$ cat config.mk
export PLATFORM = sky130hd
export DESIGN_NAME = ins_fetch_unit
export DESIGN_NICKNAME = d
export VERILOG_FILES = /design/src/rtl/ins_fetch_unit.sv
export SDC_FILE = /design/constraint.sdc
export NUM_CORES = 2
export LEC_CHECK = 0
export ABC_AREA = 1
export CAP_MARGIN = 20
export CORE_ASPECT_RATIO = 1.2
export CORE_MARGIN = 3
export CORE_UTILIZATION = 30
export CTS_BUF_LIST = sky130_fd_sc_hd__clkbuf_4 sky130_fd_sc_hd__clkbuf_8 sky130_fd_sc_hd__clkbuf_16
export CTS_CLUSTER_SIZE = 10
export DETAILED_ROUTE_END_ITERATION = 8
export DONT_BUFFER_PORTS = 1
export GPL_ROUTABILITY_DRIVEN = 0
export HOLD_SLACK_MARGIN = 0.12
export RECOVER_POWER = 50
export SLEW_MARGIN = 20
export SYNTH_ARGS = -nofsm -noshare
export SYNTH_HDL_FRONTEND = slang
export SYNTH_SLANG_ARGS = --single-unit
$ cat constraint.sdc
create_clock -name clk -period 4.29 [get_ports clk]
set_input_delay 0.858 -clock clk [delete_from_list [all_inputs] [get_ports clk]]
set_output_delay 0.858 -clock clk [all_outputs]
set_load 0.01 [all_outputs]
$ cat src/rtl/ins_fetch_unit.sv
// ins_fetch_unit: writable program memory, self-running PC, synchronous-read
// fetch, combinational decode of the registered word and a Q_DEPTH-entry
// decoded-instruction queue drained over a valid/ready handshake.
module ins_fetch_unit #(
  parameter int ADDR_W  = 8,
  parameter int Q_DEPTH = 2
) (
  input  logic              clk,
  input  logic              rst_n,
  input  logic              prog_we,
  input  logic [ADDR_W-1:0] prog_addr,
  input  logic [ADDR_W+3:0] prog_data,
  input  logic              redir_en,
  input  logic [ADDR_W-1:0] redir_addr,
  input  logic              dec_ready,
  output logic              dec_valid,
  output logic              dec_mode,
  output logic [3:0]        dec_long,
  output logic [2:0]        dec_short,
  output logic [ADDR_W-1:0] dec_addr,
  output logic [ADDR_W-1:0] dec_pc,
  output logic              halted
);
  localparam int INS_W = ADDR_W + 4;
  localparam int PW    = (Q_DEPTH > 1) ? $clog2(Q_DEPTH) : 1;
  localparam int CW    = $clog2(Q_DEPTH + 1);

  typedef enum logic [1:0] {S_IDLE, S_RUN, S_HALT} state_t;

  typedef struct packed {
    logic              mode;
    logic [3:0]        lng;
    logic [2:0]        shrt;
    logic [ADDR_W-1:0] addr;
    logic [ADDR_W-1:0] pc;
  } ent_t;

  state_t            r_state, w_nstate;
  logic [INS_W-1:0]  r_mem [2**ADDR_W];
  logic [INS_W-1:0]  r_rdata;
  logic [ADDR_W-1:0] r_pc, r_pend_pc;
  logic              r_pend;
  ent_t              r_q [Q_DEPTH];
  logic [PW-1:0]     r_rd, r_wr;
  logic [CW-1:0]     r_cnt;

  logic [3:0]        w_op, w_sub;
  ent_t              w_dec, w_head;
  logic              w_stp, w_valid, w_pop, w_push, w_issue;
  logic [CW:0]       w_occ;

  function automatic logic [PW-1:0] nxt(input logic [PW-1:0] p);
    return (p == PW'(Q_DEPTH - 1)) ? '0 : p + PW'(1);
  endfunction

  // Decode the registered read word; pc tag travels with it
  always_comb begin
    w_op  = r_rdata[INS_W-1:ADDR_W];
    w_sub = r_rdata[3:0];
    w_dec = '0;
    w_dec.pc = r_pend_pc;
    if (w_op == 4'h0) begin
      if (!w_sub[3]) begin
        w_dec.shrt = w_sub[2:0];
      end else begin
        w_dec.mode = 1'b1;
        w_dec.lng  = w_sub;
      end
    end else if (!w_op[3]) begin
      w_dec.shrt = w_op[2:0];
      w_dec.addr = r_rdata[ADDR_W-1:0];
    end else begin
      w_dec.mode = 1'b1;
      w_dec.lng  = w_op;
      w_dec.addr = r_rdata[ADDR_W-1:0];
    end
    w_stp = (w_op == 4'h0) && (w_sub == 4'hF);
  end

  // Handshake and issue: a redirect cancels both the pop and the push, and
  // a pending stp blocks further fetches so nothing past it is read.
  assign w_valid = (r_cnt != '0);
  assign w_pop   = w_valid & dec_ready & ~redir_en;
  assign w_push  = r_pend & ~redir_en;
  assign w_occ   = {1'b0, r_cnt} + (CW+1)'(r_pend) - (CW+1)'(w_pop);
  assign w_issue = (r_state == S_RUN) & ~redir_en &
                   (w_occ < (CW+1)'(Q_DEPTH)) & ~(r_pend & w_stp);

  // Program memory: write port plus read-first synchronous fetch port
  always_ff @(posedge clk) begin
    if (prog_we) r_mem[prog_addr] <= prog_data;
    if (w_issue) r_rdata <= r_mem[r_pc];
  end

  // State register
  always_ff @(posedge clk or negedge rst_n) begin
    if (!rst_n) r_state <= S_IDLE;
    else        r_state <= w_nstate;
  end

  // Next state: redirect always restarts fetch; stp push halts
  always_comb begin
    w_nstate = r_state;
    if (redir_en)                                 w_nstate = S_RUN;
    else if (r_state == S_RUN && w_push && w_stp) w_nstate = S_HALT;
  end

  // PC and pending-read tracking
  always_ff @(posedge clk or negedge rst_n) begin
    if (!rst_n) begin
      r_pc      <= '0;
      r_pend    <= 1'b0;
      r_pend_pc <= '0;
    end else begin
      r_pend <= w_issue;
      if (redir_en)     r_pc <= redir_addr;
      else if (w_issue) r_pc <= r_pc + ADDR_W'(1);
      if (w_issue)      r_pend_pc <= r_pc;
    end
  end

  // Queue storage; contents only visible through r_cnt, so no reset needed
  always_ff @(posedge clk) begin
    if (w_push) r_q[r_wr] <= w_dec;
  end

  // Queue pointers and occupancy
  always_ff @(posedge clk or negedge rst_n) begin
    if (!rst_n) begin
      r_rd  <= '0;
      r_wr  <= '0;
      r_cnt <= '0;
    end else if (redir_en) begin
      r_rd  <= '0;
      r_wr  <= '0;
      r_cnt <= '0;
    end else begin
      if (w_push) r_wr <= nxt(r_wr);
      if (w_pop)  r_rd <= nxt(r_rd);
      r_cnt <= r_cnt + CW'(w_push) - CW'(w_pop);
    end
  end

  // Head fields forced to zero when the queue is empty
  always_comb begin
    w_head = '0;
    if (w_valid) w_head = r_q[r_rd];
  end

  assign dec_valid = w_valid;
  assign dec_mode  = w_head.mode;
  assign dec_long  = w_head.lng;
  assign dec_short = w_head.shrt;
  assign dec_addr  = w_head.addr;
  assign dec_pc    = w_head.pc;
  assign halted    = (r_state == S_HALT);
endmodule

==> summary.txt <==
Element type at the critical path end: output pin
Initial antenna violation count: 14
Clk slew on worst S/H paths: 0.05 ns
Setup TNS: 0 ns
Clock Tree Buf Depth: 4
Nets: 12,185
Psw: 35.1 mW
Routed WL per cell: 21.2 µm
H-tree levels: 5
Seq/Total Area, Yosys: 71.6%
DIE AREA: 448,000 µm²
DR DRC count: 0
Worst-case headroom to the max-slew limit: -74.6%
Routed via count: 86,366
Worst-path maximum fanout: 25
Pre-CTS setup slack: 0.750 ns
Area delta synth->final: 13.6%
Hold path cells: 0
Final-report hold violation count: 0
RSZ-0062 raised after global routing: false
Core area: 438,000 µm²
Grt ovf: 0
Depth of the worst register-to-register path: 12
Pint: 58.7 mW
Row count: 266
Cell variety after synth: 34
Synth Register Bits: 3,153
Initial Util: 30.1%
Pwr/cell area: 625 nW/µm²
Final worst setup slack: 0.559 ns
Grt peak-use layer: met2
Syn_nets: 12,035
Root buf cell: clkbuf_16
IO Pins: 59
Critical path class: flip-flop to output pin
Combinational power share: 34.0%
Seq pwr share: 37.3%
TritonCTS Buffers: 358
Fin crit share: 87.0%
Warnings from Yosys: 0
Sink Count: 3,153
Global-route usage over all layers: 16.5%
Clock tree from TritonCTS: built
Clock power frac: 28.7%
Reg2Reg Launch Point: r_pc[0]$_DFFE_PN0P_
Antenna Nets Post-Route: 0
Die Y: 733 µm
Critical path launch point type: flip-flop
Achievable Freq: 0.268 GHz
Leak: 55.8 nW
Hold Startpoint: prog_data[9]
Reg2Reg Setup Slack: 0.60 ns
Max incr delay on CP: 0.76 ns
Switching part of the total power: 37.4%
Final worst clock skew: 0.0529 ns
Final setup viols: 0
Synth Instances: 11,997
Ratio of cells with drive above 1 in the final layout: 7.71%
Least-Margin Pin Slew: 2.62 ns
Met3 global-route usage: 2.18%
Routed WL: 381,000 µm
First-pass GRT wire length: 557,000 µm
Input/output buffers: 0
Status: finished, violations left
Maximum VDD drop: 0.591 mV
Worst path cell trace: inv_1 > nand2_1 > a21oi_1
Reg2Reg Capture Point: r_rdata[1]$_DFFE_PP_
Grt met1 use: 20.3%
Mean Syn Cell Area: 11.0 µm²
DR pass1 iterations: 6
Fin crit period: 3.73 ns
Core Util, Final: 34.2%
Failing checks: max-capacitance violations, max-slew violations
Worst EP arrival: 2.87 ns
1st-iter DRT viols: 9,147
Vias/cell: 4.80
Fin. max-slew vios: 104
Vias in the first global route: 83,334
Hold Path Class: input pin to flip-flop
Hold path endpoint: r_mem[85][9]$_DFFE_PP_
Global routing usage on met2: 27.9%
Dpl hpwl: 211,000 µm
# resized after CTS: 0
Worst skew pair latency: 0.90 ns
Slowest stage cell, crit path: inv_1
Die X: 612 µm
Max-Cap Viols: 3
Largest net degree at the start of global routing: 257
Synth Cell Area: 132,000 µm²
Req. time, crit path: 3.43 ns
==> cell usage in the layout, fill, tap and decap left out, types with 6 or more instances in the layout <==
master / count
o211ai_1: 164
dlygate4sd3_1: 7
edfxtp_1: 3130
nand3_1: 1055
o21ai_1: 216
o21ai_0: 598
and3_1: 6
nand2_2: 18
or2_2: 9
buf_12: 65
inv_1: 1024
a21oi_1: 177
nand2_1: 3078
nor2_1: 1759
clkbuf_16: 366
dfrtp_1: 19
clkbuf_1: 12
buf_4: 401
clkbuf_4: 44
inv_6: 7
==> critical path: cells and delay by family (launching register included) <==
| kind | cells | cell delay, ns |
|---|---|---|
| buffers and inverters | 1 | 0.76 |
| DFF | 1 | 0.69 |
| AOI/OAI and AO/OA | 1 | 0.41 |
| and+or+nand+nor | 1 | 0.10 |
==> per-stage QoR <==
step	power, mW	std cells	hold WS (ns)	area (µm²)
after floorplan	55.4	11997	0.442	132000
after global placement	67.1	17538	0.479	140000
after detailed placement	67.2	17538	0.473	140000
after CTS	94.1	17974	0.122	150000
after global routing	98.2	17975	0.173	150000
final	93.8	17978	0.266	150000
==> registers in the layout, indices dropped and copies added (netlist names) <==
signal	count
r_mem	3072
r_q	46
r_rdata	12
r_pc	8
r_pend_pc	8
r_cnt	2
r_state	2
r_pend	1
r_rd	1
r_wr	1
==> worst max path at each step <==
stage	start	to	slack, ns	cells past startpoint
final	r_rd$_DFFE_PN0P_	dec_mode	0.56	3
after global routing	r_rd$_DFFE_PN0P_	dec_long[3]	0.32	3
after CTS	r_rd$_DFFE_PN0P_	dec_mode	0.49	3
after detailed placement	r_pc[0]$_DFFE_PN0P_	r_rdata[7]$_DFFE_PP_	0.75	14
after global placement	r_pc[0]$_DFFE_PN0P_	r_rdata[1]$_DFFE_PP_	0.75	12
after floorplan	redir_en	r_rdata[0]$_DFFE_PP_	0.92	10
==> synth_stat cells (all sizes together) <==
library cell     n  area share (%)
clkinv           3          0.0085
nor3             3           0.015
nand4            1          0.0047
o211ai         164            0.93
nor2          1765             5.0
buf            403             1.8
o32ai            3           0.020
o21ai          814             3.1
a31oi            2          0.0095
xnor2            2           0.013
a211oi           1          0.0057
fa               1           0.015
xor2             5           0.033
and3             6           0.028
inv           1031             2.9
or2              9           0.043
edfxtp        3130              71
nor4             1           0.016
nand3         1056             4.0
nand2         3096             8.8
dfrtp           23            0.44
ha               4           0.038
clkbuf         292            0.83
o22ai            5           0.024
a21oi          177            0.67
==> what timing repair did <==
action	CTS	global route
endpoints found under the hold margin	110	0
setup buffers	0	0
setup endpoints to repair	0	0
hold buffers	11	0
==> cell families after synthesis <==
group | after synthesis | share of synthesized area (%)
AOI/OAI and AO/OA | 1166 | 4.75
DFF | 3153 | 71.6
xor gates and xnor gates | 7 | 0.0464
buffers and inverters | 1729 | 5.59
and+or+nand+nor | 5937 | 17.9
adders and majority gates | 5 | 0.0531
==> power by group through the flow <==
stage | Clock, mW | Combinational (mW) | Sequential (mW)
6_report | 26.9 | 31.9 | 35.0
2_1_floorplan | 0 | 20.3 | 35.1
5_1_grt | 28.5 | 34.8 | 34.9
3_3_place_gp | 0 | 31.6 | 35.5
4_1_cts | 27.4 | 31.8 | 34.9
3_5_place_dp | 0 | 31.7 | 35.5
==> layout make-up <==
cell class / instances / area [µm²]
diodes: 4 / 10.0
clock buffers: 410 / 9490
clock inverters: 15 / 208
fillers: 42924 / 288000
inverters: 1034 / 3920
multi-input cells: 7115 / 30200
flip-flops and latches: 3153 / 94600
well taps: 5762 / 7210
repair buffers: 485 / 4430
==> metal layers <==
metal / vias up / part of all wire, %
li1: 40342 / -
met2: 3118 / 49
met4: 4 / 5.8
met1: 42187 / 39
met5: - / 0.0063
met3: 715 / 6.5
Power figures use the tool's default switching activity.
